**src/rtl/alu_ctrl_muldiv_pkg.sv**
```systemverilog
// Shared constants for the EX-stage ALU control decoder and mul/div sequencer.
package alu_pkg;

    // ALU control codes
    localparam logic [3:0] ALU_ADD     = 4'd0;
    localparam logic [3:0] ALU_SUB     = 4'd1;
    localparam logic [3:0] ALU_SLL     = 4'd2;
    localparam logic [3:0] ALU_NOR     = 4'd3;
    localparam logic [3:0] ALU_AND     = 4'd4;
    localparam logic [3:0] ALU_SLT     = 4'd5;
    localparam logic [3:0] ALU_OR      = 4'd6;
    localparam logic [3:0] ALU_SRL     = 4'd7;
    localparam logic [3:0] ALU_PASS_HI = 4'd8;
    localparam logic [3:0] ALU_PASS_LO = 4'd9;
    localparam logic [3:0] ALU_NOP     = 4'd15;

    // alu_op encodings from main control
    localparam logic [2:0] OP_ADD   = 3'b000;
    localparam logic [2:0] OP_SUB   = 3'b001;
    localparam logic [2:0] OP_OR    = 3'b010;
    localparam logic [2:0] OP_AND   = 3'b011;
    localparam logic [2:0] OP_RTYPE = 3'b100;

    // R-type funct field
    localparam logic [5:0] FN_SLL   = 6'b000000;
    localparam logic [5:0] FN_SRL   = 6'b000010;
    localparam logic [5:0] FN_MFHI  = 6'b010000;
    localparam logic [5:0] FN_MTHI  = 6'b010001;
    localparam logic [5:0] FN_MFLO  = 6'b010010;
    localparam logic [5:0] FN_MTLO  = 6'b010011;
    localparam logic [5:0] FN_MULT  = 6'b011000;
    localparam logic [5:0] FN_MULTU = 6'b011001;
    localparam logic [5:0] FN_DIV   = 6'b011010;
    localparam logic [5:0] FN_DIVU  = 6'b011011;
    localparam logic [5:0] FN_ADD   = 6'b100000;
    localparam logic [5:0] FN_SUB   = 6'b100010;
    localparam logic [5:0] FN_AND   = 6'b100100;
    localparam logic [5:0] FN_OR    = 6'b100101;
    localparam logic [5:0] FN_NOR   = 6'b100111;
    localparam logic [5:0] FN_SLT   = 6'b101010;

    typedef enum logic [1:0] {
        ST_IDLE = 2'd0,
        ST_MUL  = 2'd1,
        ST_DIV  = 2'd2,
        ST_DONE = 2'd3
    } md_state_e;

    // MULT/MULTU/DIV/DIVU all live in 0110xx
    function automatic logic is_muldiv(input logic [5:0] fn);
        return fn[5:2] == 4'b0110;
    endfunction

endpackage

```
**src/rtl/alu_ctrl_muldiv_if.sv**
```systemverilog
// EX-stage bus between main control / forwarding and the ALU control block.
interface alu_ctrl_muldiv_if #(
    parameter int WIDTH  = 32,
    parameter int CTRL_W = 4
);
    logic              valid;
    logic              flush;
    logic [2:0]        alu_op;
    logic [5:0]        funct;
    logic [WIDTH-1:0]  rs_val;
    logic [WIDTH-1:0]  rt_val;
    logic [CTRL_W-1:0] alu_control;
    logic              illegal;
    logic              stall;
    logic [WIDTH-1:0]  hi;
    logic [WIDTH-1:0]  lo;

    modport master (
        output valid, flush, alu_op, funct, rs_val, rt_val,
        input  alu_control, illegal, stall, hi, lo
    );

    modport slave (
        input  valid, flush, alu_op, funct, rs_val, rt_val,
        output alu_control, illegal, stall, hi, lo
    );
endinterface

```
**src/rtl/alu_ctrl_muldiv_iter.sv**
```systemverilog
// Iterative multiply/divide datapath: one shift-add or restoring-subtract
// step per cycle on operand magnitudes, sign fix-up applied on the outputs.
module muldiv_iter #(
    parameter int WIDTH = 32
) (
    input  logic             clk,
    input  logic             rst_n,
    input  logic             start,
    input  logic             is_div,
    input  logic             is_signed,
    input  logic             abort,
    input  logic [WIDTH-1:0] a,
    input  logic [WIDTH-1:0] b,
    output logic             done,
    output logic [WIDTH-1:0] hi_out,
    output logic [WIDTH-1:0] lo_out
);
    localparam int CW = $clog2(WIDTH) + 1;

    logic             run, div_q, div0_q, neg_q, rneg_q;
    logic [WIDTH-1:0] acc, sq, mb, a_raw;
    logic [CW-1:0]    cnt;

    logic             a_neg, b_neg;
    logic [WIDTH-1:0] a_mag, b_mag;
    logic [WIDTH:0]   mul_sum, shifted;
    logic             sub_ok;
    logic [2*WIDTH-1:0] prod, prod_fix;
    logic [WIDTH-1:0] quo, rem;

    // Operand magnitudes and one-step arithmetic
    always_comb begin
        a_neg   = is_signed & a[WIDTH-1];
        b_neg   = is_signed & b[WIDTH-1];
        a_mag   = a_neg ? -a : a;
        b_mag   = b_neg ? -b : b;
        mul_sum = {1'b0, acc} + {1'b0, (sq[0] ? mb : '0)};
        shifted = {acc, sq[WIDTH-1]};
        sub_ok  = shifted >= {1'b0, mb};
    end

    // Load on start, then iterate WIDTH steps; abort drops the run flag
    always_ff @(posedge clk or negedge rst_n) begin
        if (!rst_n) begin
            run <= 1'b0; div_q <= 1'b0; div0_q <= 1'b0; neg_q <= 1'b0; rneg_q <= 1'b0;
            acc <= '0; sq <= '0; mb <= '0; a_raw <= '0; cnt <= '0;
        end else if (abort) begin
            run <= 1'b0;
        end else if (start) begin
            run    <= 1'b1;
            cnt    <= '0;
            acc    <= '0;
            sq     <= a_mag;
            mb     <= b_mag;
            a_raw  <= a;
            div_q  <= is_div;
            div0_q <= (b == '0);
            neg_q  <= a_neg ^ b_neg;
            rneg_q <= a_neg;
        end else if (run) begin
            if (div_q) begin
                acc <= sub_ok ? (shifted[WIDTH-1:0] - mb) : shifted[WIDTH-1:0];
                sq  <= {sq[WIDTH-2:0], sub_ok};
            end else begin
                acc <= mul_sum[WIDTH:1];
                sq  <= {mul_sum[0], sq[WIDTH-1:1]};
            end
            cnt <= cnt + 1'b1;
            if (cnt == CW'(WIDTH - 1))
                run <= 1'b0;
        end
    end

    assign done = run & (cnt == CW'(WIDTH - 1));

    // Sign fix-up; divide-by-zero returns all-ones quotient and the raw dividend
    always_comb begin
        prod     = {acc, sq};
        prod_fix = neg_q ? -prod : prod;
        quo      = neg_q ? -sq : sq;
        rem      = rneg_q ? -acc : acc;
        if (div_q) begin
            hi_out = div0_q ? a_raw : rem;
            lo_out = div0_q ? '1 : quo;
        end else begin
            hi_out = prod_fix[2*WIDTH-1:WIDTH];
            lo_out = prod_fix[WIDTH-1:0];
        end
    end
endmodule

```
**src/rtl/alu_ctrl_muldiv.sv**
```systemverilog
// EX-stage ALU control decoder with HI/LO registers and mul/div sequencer.
module alu_ctrl_muldiv
    import alu_pkg::*;
#(
    parameter int WIDTH  = 32,
    parameter int CTRL_W = 4
) (
    input  logic               clk,
    input  logic               rst_n,
    alu_ctrl_muldiv_if.slave   bus
);
    md_state_e        state, state_nxt;
    logic [3:0]       code;
    logic             fn_ok, is_r, accept, it_done;
    logic [WIDTH-1:0] hi_q, lo_q, hi_res, lo_res;

    // alu_op / funct decode, independent of the sequencer state
    always_comb begin
        code  = ALU_NOP;
        fn_ok = 1'b1;
        case (bus.alu_op)
            OP_ADD:   code = ALU_ADD;
            OP_SUB:   code = ALU_SUB;
            OP_AND:   code = ALU_AND;
            OP_OR:    code = ALU_OR;
            OP_RTYPE: begin
                case (bus.funct)
                    FN_ADD:  code = ALU_ADD;
                    FN_SUB:  code = ALU_SUB;
                    FN_SLL:  code = ALU_SLL;
                    FN_SRL:  code = ALU_SRL;
                    FN_NOR:  code = ALU_NOR;
                    FN_AND:  code = ALU_AND;
                    FN_OR:   code = ALU_OR;
                    FN_SLT:  code = ALU_SLT;
                    FN_MFHI: code = ALU_PASS_HI;
                    FN_MFLO: code = ALU_PASS_LO;
                    FN_MTHI, FN_MTLO, FN_MULT, FN_MULTU, FN_DIV, FN_DIVU: code = ALU_NOP;
                    default: fn_ok = 1'b0;
                endcase
            end
            default:  code = ALU_NOP;
        endcase
    end

    assign is_r            = bus.alu_op == OP_RTYPE;
    assign bus.alu_control = CTRL_W'(code);
    assign bus.illegal     = bus.valid & is_r & ~fn_ok;

    assign accept    = (state == ST_IDLE) & bus.valid & is_r & is_muldiv(bus.funct) & ~bus.flush;
    assign bus.stall = (state == ST_MUL) | (state == ST_DIV) | accept;

    // Sequencer state register
    always_ff @(posedge clk or negedge rst_n) begin
        if (!rst_n) state <= ST_IDLE;
        else        state <= state_nxt;
    end

    // Next state; flush wins over accept and commit
    always_comb begin
        state_nxt = state;
        if (bus.flush) begin
            state_nxt = ST_IDLE;
        end else begin
            case (state)
                ST_IDLE: if (accept) state_nxt = bus.funct[1] ? ST_DIV : ST_MUL;
                ST_MUL,
                ST_DIV:  if (it_done) state_nxt = ST_DONE;
                default: state_nxt = ST_IDLE;
            endcase
        end
    end

    muldiv_iter #(.WIDTH(WIDTH)) u_iter (
        .clk       (clk),
        .rst_n     (rst_n),
        .start     (accept),
        .is_div    (bus.funct[1]),
        .is_signed (~bus.funct[0]),
        .abort     (bus.flush),
        .a         (bus.rs_val),
        .b         (bus.rt_val),
        .done      (it_done),
        .hi_out    (hi_res),
        .lo_out    (lo_res)
    );

    // HI/LO: commit on leaving DONE, MTHI/MTLO only while idle
    always_ff @(posedge clk or negedge rst_n) begin
        if (!rst_n) begin
            hi_q <= '0;
            lo_q <= '0;
        end else if (!bus.flush) begin
            if (state == ST_DONE) begin
                hi_q <= hi_res;
                lo_q <= lo_res;
            end else if (state == ST_IDLE && bus.valid && is_r) begin
                if (bus.funct == FN_MTHI) hi_q <= bus.rs_val;
                if (bus.funct == FN_MTLO) lo_q <= bus.rs_val;
            end
        end
    end

    assign bus.hi = hi_q;
    assign bus.lo = lo_q;
endmodule

```
**src/flat_wrapper.sv**
```systemverilog
// flat-port wrapper written by rule: the top's interface ports become plain ports
module alu_ctrl_muldiv_flat import alu_pkg::*;
#(
    parameter int WIDTH  = 32,
    parameter int CTRL_W = 4
)
  (clk, rst_n, bus_valid, bus_flush, bus_alu_op, bus_funct, bus_rs_val, bus_rt_val, bus_alu_control, bus_illegal, bus_stall, bus_hi, bus_lo);
  alu_ctrl_muldiv_if #(.WIDTH(WIDTH), .CTRL_W(CTRL_W)) bus_i ();
  input  logic clk;
  input  logic rst_n;
  input wire logic [$bits(bus_i.valid)-1:0] bus_valid;
  input wire logic [$bits(bus_i.flush)-1:0] bus_flush;
  input wire logic [$bits(bus_i.alu_op)-1:0] bus_alu_op;
  input wire logic [$bits(bus_i.funct)-1:0] bus_funct;
  input wire logic [$bits(bus_i.rs_val)-1:0] bus_rs_val;
  input wire logic [$bits(bus_i.rt_val)-1:0] bus_rt_val;
  output wire logic [$bits(bus_i.alu_control)-1:0] bus_alu_control;
  output wire logic [$bits(bus_i.illegal)-1:0] bus_illegal;
  output wire logic [$bits(bus_i.stall)-1:0] bus_stall;
  output wire logic [$bits(bus_i.hi)-1:0] bus_hi;
  output wire logic [$bits(bus_i.lo)-1:0] bus_lo;
  assign bus_i.valid = bus_valid;
  assign bus_i.flush = bus_flush;
  assign bus_i.alu_op = bus_alu_op;
  assign bus_i.funct = bus_funct;
  assign bus_i.rs_val = bus_rs_val;
  assign bus_i.rt_val = bus_rt_val;
  assign bus_alu_control = bus_i.alu_control;
  assign bus_illegal = bus_i.illegal;
  assign bus_stall = bus_i.stall;
  assign bus_hi = bus_i.hi;
  assign bus_lo = bus_i.lo;
  alu_ctrl_muldiv #(.WIDTH(WIDTH), .CTRL_W(CTRL_W)) u_core (.clk(clk), .rst_n(rst_n), .bus(bus_i));
endmodule
```
**config.mk**
```make
export PLATFORM = sky130hd
export DESIGN_NAME = alu_ctrl_muldiv_flat
export DESIGN_NICKNAME = d
export VERILOG_FILES = /design/src/rtl/alu_ctrl_muldiv_pkg.sv /design/src/rtl/alu_ctrl_muldiv_if.sv /design/src/rtl/alu_ctrl_muldiv_iter.sv /design/src/rtl/alu_ctrl_muldiv.sv /design/src/flat_wrapper.sv
export SDC_FILE = /design/constraint.sdc
export NUM_CORES = 1
export LEC_CHECK = 0
export ABC_AREA = 1
export BUFFER_PORTS_ARGS = -buffer_cell sky130_fd_sc_hd__buf_2
export CAP_MARGIN = 25
export CORE_MARGIN = 2
export CORE_UTILIZATION = 35
export CTS_BUF_LIST = sky130_fd_sc_hd__clkbuf_4
export DETAILED_ROUTE_END_ITERATION = 6
export SYNTH_ARGS = -nofsm -noshare
export SYNTH_HDL_FRONTEND = slang
export SYNTH_HIERARCHICAL = 1
export SYNTH_SLANG_ARGS = --single-unit
```
**constraint.sdc**
```tcl
create_clock -name clk -period 4.9 [get_ports clk]
set_input_delay 0.245 -clock clk [delete_from_list [all_inputs] [get_ports clk]]
set_output_delay 0.245 -clock clk [all_outputs]
set_load 0.1 [all_outputs]
```
# Word-level counts from Yosys, hierarchy flattened
# Cells that the tools add are included.
word_totals:
  out_inout_bits: 70
  reg_bits: 205
  in_bits: 77
  elab_cells: 118
op_classes:
  mux: 38
  n_eq_ne: 26
  order_cmp: 1
  add_sub_neg: 8
  bitwise_logic: 15
  reduce_logical: 17
ops:
  columns: ["op", "n"]
  rows:
  - ["32-bit two-way mux", 22]
  - ["32-bit negation", 4]
  - ["64-bit two-way mux", 1]
  - ["64-bit negation", 1]
  - ["6-bit by 5-bit == test with 1-bit output, second input constant", 9]
  - ["4-bit one-hot mux with 10 select lines", 1]
  - ["6-bit == test, second input constant", 6]
  - ["32-bit by 32-bit adder with 33-bit output", 1]
  - ["33-bit by 32-bit greater-or-equal comparator with 1-bit output", 1]
  - ["32-bit zero test", 1]
  - ["32-bit subtractor", 1]
  - ["4-bit one-hot mux with 5 select lines", 1]
  - ["16-bit OR reduction", 1]
  - ["6-bit two-way mux", 2]
  - ["1-bit bitwise AND", 9]
  - ["2-bit two-way mux", 4]
  - ["2-bit nonzero test", 4]
  - ["6-bit by 1-bit adder with 6-bit output, second input constant", 1]
  - ["3-bit by 2-bit == test with 1-bit output, second input constant", 2]
  - ["6-bit by 2-bit == test with 1-bit output, second input constant", 1]
  - ["6-bit zero test", 1]
  - ["1-bit two-way mux", 6]
  - ["3-bit by 2-bit inequality test with 1-bit output, second input constant", 2]
  - ["2-bit AND reduction", 3]
  - ["other kinds (14)", 20]

# Longest topological paths before layout
depth:
  word_depth: 8
  ltp_mapped: 19
  ltp_nobuf: 17

# Cells and area by module
# Netlist, hierarchy kept.
by_module_without_submodules:
  columns: ["mod", "n_inst", "cells_per_inst", "seq_area_each_um2", "area_each_um2"]
  rows:
  - ["muldiv_iter", 1, 2917, 3478.3, 16513.3]
  - ["alu_ctrl_muldiv", 1, 441, 1651.6, 3673.5]

# Worst setup path before layout
# No wires, ideal clock.
synth_path:
  path_kind: "reg-to-output"
  startpoint: "register u_core.state[0]"
  endpoint: "output port bus_stall"
  n_path_buf: 0
  required_time_ps: 4655
  slack_ps: 1763
  stages_incl_launch_ff: 5
  arrival_time_ps: 2892
  cell_sequence: "dfrtp_1 -> inv_1 -> ha_1 -> nand3_1 -> o21ai_0"
synth_via:
  elab_chain_cells: 6
  elab_cells_between_ends: 9
  cone_classes: "eq/ne: 2; bitwise: 6; reduce/logical: 1"
synth_lines:
  columns: ["element", "line_no", "rtl"]
  rows:
  - ["start: declaration", "alu_ctrl_muldiv.sv:12", "md_state_e state, state_nxt;"]
  - ["start signal: assignment", "alu_ctrl_muldiv.sv:56", "else state <= state_nxt;"]
  - ["2-bit zero test", "alu_ctrl_muldiv.sv:50", "assign accept = (state == ST_IDLE) & bus.valid & is_r & is_muldiv(bus.funct) & ~bus.flush;"]
  - ["1-bit bitwise AND (4 in series)", "alu_ctrl_muldiv.sv:50", null]
  - ["1-bit OR (*)", "alu_ctrl_muldiv.sv:51", "assign bus.stall = (state == ST_MUL) | (state == ST_DIV) | accept;"]
  - ["end: declaration", "flat_wrapper.sv:19", "output wire logic [$bits(bus_i.stall)-1:0] bus_stall;"]
# Every way passes the cells marked *; elsewhere a longest branch is shown, timed or not.

# Worst setup path in the final report
layout_path:
  startpoint: "register u_core.u_iter.sq[0]"
  endpoint: "register u_core.u_iter.acc[31]"
layout_via:
  elab_chain_cells: 5
layout_lines:
  columns: ["element", "line_no", "rtl"]
  rows:
  - ["start: declaration", "alu_ctrl_muldiv_iter.sv:21", "logic [WIDTH-1:0] acc, sq, mb, a_raw;"]
  - ["start signal: assignment", "alu_ctrl_muldiv_iter.sv:53", "sq <= a_mag;"]
  - ["start signal: assignment", "alu_ctrl_muldiv_iter.sv:63", "sq <= {sq[WIDTH-2:0], sub_ok};"]
  - ["start signal: assignment", "alu_ctrl_muldiv_iter.sv:66", "sq <= {mul_sum[0], sq[WIDTH-1:1]};"]
  - ["32-bit two-way mux", "alu_ctrl_muldiv_iter.sv:37", "mul_sum = {1'b0, acc} + {1'b0, (sq[0] ? mb : '0)};"]
  - ["32-bit by 32-bit adder with 33-bit output", "alu_ctrl_muldiv_iter.sv:37", null]
  - ["32-bit two-way mux", "alu_ctrl_muldiv_iter.sv:61", "if (div_q) begin"]
  - ["32-bit two-way mux", "alu_ctrl_muldiv_iter.sv:60", "end else if (run) begin"]
  - ["32-bit two-way mux", "alu_ctrl_muldiv_iter.sv:49", "end else if (start) begin"]
  - ["end signal: assignment", "alu_ctrl_muldiv_iter.sv:62", "acc <= sub_ok ? (shifted[WIDTH-1:0] - mb) : shifted[WIDTH-1:0];"]
  - ["end signal: assignment", "alu_ctrl_muldiv_iter.sv:65", "acc <= mul_sum[WIDTH:1];"]
  - ["end: declaration", "alu_ctrl_muldiv_iter.sv:21", null]
# No other way between the ends. The select of a mux whose other input is x is not followed.
# A chain may end at the register's enable or synchronous reset.

==> results.cfg <==
[status]
status = finished, final reports clean

[yosys]
synthArstFlopShare = 1.00
synthFlopType = dfrtp_1
ys_seq_area_frac = 0.254
avgSynthCellArea_um2 = 6.01
synth_nets = 3508
synth-edff-count = 0
syn_area_um2 = 20200
yosys_warnings = 6
postSynthCellCount = 3358
synth_cell_types = 51
synth-seq-cells = 205

[detailed_routing]
via_per_inst = 5.36
drc_errors = 0
drt-total-wl_mm = 88.9
vias = 23400
detail_route.wl_per_cell_um = 20.4
drt-pass1-iter-count = 6
ant_nets = 0
first_iter_violations = 3235

[global_routing]
grt_pass1_vias = 21100
grt-ovfl-total = 0
grt_pass1_wl_mm = 132
grt_max_degree = 105
antenna_found_initial = 4
track_usage = 0.291

[worst_setup_path]
crit_path_top_delay_cell = dfrtp_1
crit_buf_inv = 5
reg2reg_depth = 17
cpPeakStageDelay_ns = 0.54
cp_max_fo = 32
reg2reg_to = u_core/u_iter/acc[31]$_DFFE_PN0P_
r2r_start = u_core/u_iter/sq[0]$_DFFE_PN0P_
ff2ff_setup_slack_ns = 1.36
critPathKind = flop to flop
start_kind = flop
crit_top_cell = nand2_1
crit_family = buffers and inverters
worst_setup_path_end_kind = flop
critPathArrivalTime_ns = 4.30
crit_chain = buf_4 -> nand2_1 -> inv_1 -> ha_1 -> inv_1 -> fa_1 -> o21ai_1 -> inv_1 -> o21ai_1 -> nand3_1 -> nand3_1 -> nand2_1 -> nand2_1 -> nand2_1 -> inv_1 -> nand2_1 -> nand2_1
crit_required_ns = 5.66

[placed_design]
gp_congestion = 1.04
numPortBuffers = 146
hpwl_mm = 69.7
post-place-cells = 4167

[layout]
final_layout_size_suffix_gt1_frac = 0.110
final_cell_mix = 964 x nand2_1, 464 x inv_1, 374 x nor2_1, 287 x o21ai_0, 258 x nand3_1
nFillCells = 6355
num-nets-final = 3694
area_delta_synth_final_pct = 14.1
instances_no_fill = 4356
final_common_cell = nand2_1
multiInputGateArea_um2 = 12700
regArea_um2 = 5130

[die]
die_h_um = 244
num_rows = 88
core_area_um2 = 57400
start_util = 0.352
die-area_um2 = 59600
ios = 147
die_w_um = 244

[min_path]
hp-class = primary input to async pin

[clock_network]
h-tree-depth = 2
clk-insertion-delay-late_ns = 0.84
cts_hold_buf = 78
cts-root-buf = clkbuf_4
cts_buffers = 61
cts_tree = built
cts_resized = 0
cts_buffer_depth = 3
postCtsSetupBuffers = 0
clk_pin_slew_ns = 0.06
clkSinkCount = 205

[timing]
relSlewSlack = 0.311
slew_viol_final = 0
fmax_mhz = 282
fin_crit_sh = 0.723
setup-violations-final = 0
worstMarginPinSlew_ns = 1.03
rsz0062_at_grt = no
fin_crit_ns = 3.54
fin_setup_tns_ns = 0
hold_viol = 0
skew_ns = 0.0638

[power]
ir_drop_v = 0.000206
power_leakage_nw = 12.0
power_density_nw_per_um2 = 215

[flow_run]
maxCapViolations = 0
how the worst max path moves through the flow:
stage / from / endpoint / slack [ns] / depth (start not counted)
global placement: u_core/u_iter/sq[0]$_DFFE_PN0P_ / u_core/u_iter/acc[31]$_DFFE_PN0P_ / 1.41 / 17
detailed placement: u_core/u_iter/sq[0]$_DFFE_PN0P_ / u_core/u_iter/acc[31]$_DFFE_PN0P_ / 1.44 / 17
floorplan: u_core/state[0]$_DFFE_PN0P_ / bus_stall / 1.76 / 4
global route: u_core/u_iter/sq[0]$_DFFE_PN0P_ / u_core/u_iter/acc[31]$_DFFE_PN0P_ / 1.13 / 17
CTS: u_core/u_iter/sq[0]$_DFFE_PN0P_ / u_core/u_iter/acc[31]$_DFFE_PN0P_ / 1.43 / 17
finish: u_core/u_iter/sq[0]$_DFFE_PN0P_ / u_core/u_iter/acc[31]$_DFFE_PN0P_ / 1.36 / 17
per-layer routing:
layer | track usage | share of wire | vias up
li1 | - | - | 11200
met5 | 0 | 0.00036 | -
met3 | 0.0813 | 0.12 | 141
met1 | 0.426 | 0.45 | 10700
met4 | 0.0769 | 0.025 | 4
met2 | 0.415 | 0.41 | 1217
worst register-to-register path, stage by stage (launching register included):
cell,delay (ns)
dfrtp_1,0.54
buf_4,0.47
nand2_1,0.11
inv_1,0.07
ha_1,0.32
inv_1,0.10
fa_1,0.47
o21ai_1,0.33
inv_1,0.13
o21ai_1,0.31
nand3_1,0.15
nand3_1,0.18
nand2_1,0.08
nand2_1,0.06
nand2_1,0.04
inv_1,0.08
nand2_1,0.04
nand2_1,0.05
state kept, by name (all words and copies together) (netlist names), 2 cells and up:
name / count
u_core/u_iter/acc: 32
u_core/bus.hi: 32
u_core/u_iter/a_raw: 32
u_core/u_iter/sq: 32
u_core/u_iter/mb: 32
u_core/bus.lo: 32
u_core/u_iter/cnt: 6
u_core/state: 2
report_power, final:
part	switching, mW	internal [mW]
sequential	0.122	1.79
clock	0.823	0.815
combinational	1.03	0.377
total	1.97	2.98
stage by stage:
step / setup slack, ns / hold WS, ns / cell area [um2] / power [mW] / utilization
2_1_floorplan: 1.76 / -0.0506 / 20200 / 2.80 / -
5_1_grt: 1.13 / 0.0936 / 23000 / 5.21 / 0.401
4_1_cts: 1.43 / 0.0287 / 23000 / 4.96 / 0.401
3_5_place_dp: 1.44 / 0.368 / 21500 / 3.25 / 0.374
6_report: 1.36 / 0.0378 / 23000 / 4.95 / 0.401
3_3_place_gp: 1.41 / 0.347 / 21500 / 3.25 / 0.374
layout make-up:
type | instances | share of cell area
Antenna cell | 3 | 0.000326
Clock buffer | 87 | 0.0284
Clock inverter | 20 | 0.00408
Timing Repair Buffer | 244 | 0.0746
Tap cell | 765 | 0.0416
Sequential cell | 205 | 0.223
Inverter | 474 | 0.0773
Multi-Input combinational cell | 2558 | 0.551
kinds of logic (layout without fill, tap and decap cells):
| group | count (synthesis) | in the layout | share of synthesized area |
|---|---|---|---|
| AOI/OAI and AO/OA | 663 | 663 | 0.188 |
| and+or+nand+nor | 1763 | 1763 | 0.367 |
| buffers and inverters | 595 | 825 | 0.119 |
| xor gates and xnor gates | 59 | 59 | 0.0256 |
| other | 0 | 3 | 0 |
| DFF | 205 | 205 | 0.254 |
| adders and majority gates | 73 | 73 | 0.0460 |
cells in the mapped netlist, types with 3 or more instances:
library cell,number,area (um2)
nand2_1,964,3620
inv_1,464,1740
nor2_1,376,1410
o21ai_0,287,1440
nand3_1,258,1290
a21oi_1,208,1040
dfrtp_1,205,5130
clkbuf_1,74,278
ha_1,71,888
o21ai_2,66,578
xor2_1,49,429
nand4_1,47,294
nor3_1,38,190
o211ai_1,24,180
nand3b_1,19,143
a31oi_1,18,113
buf_2,17,85.1
a21boi_0,15,113
buf_6,14,158
nand2_2,13,81.3
buf_1,12,45.0
nor2_2,12,75.1
or2_2,12,75.1
o21ai_1,10,50.1
xnor2_1,10,87.6
a22oi_1,9,67.6
o21bai_1,9,67.6
inv_2,8,30.0
nand3_2,6,60.1
nor4_1,5,31.3
a21o_1,3,22.5
buf_8,3,45.0
nor2_4,3,33.8
o211ai_2,3,37.5
o21a_1,3,22.5
o221ai_1,3,26.3
No activity file was read; power rests on OpenSTA's default activity.
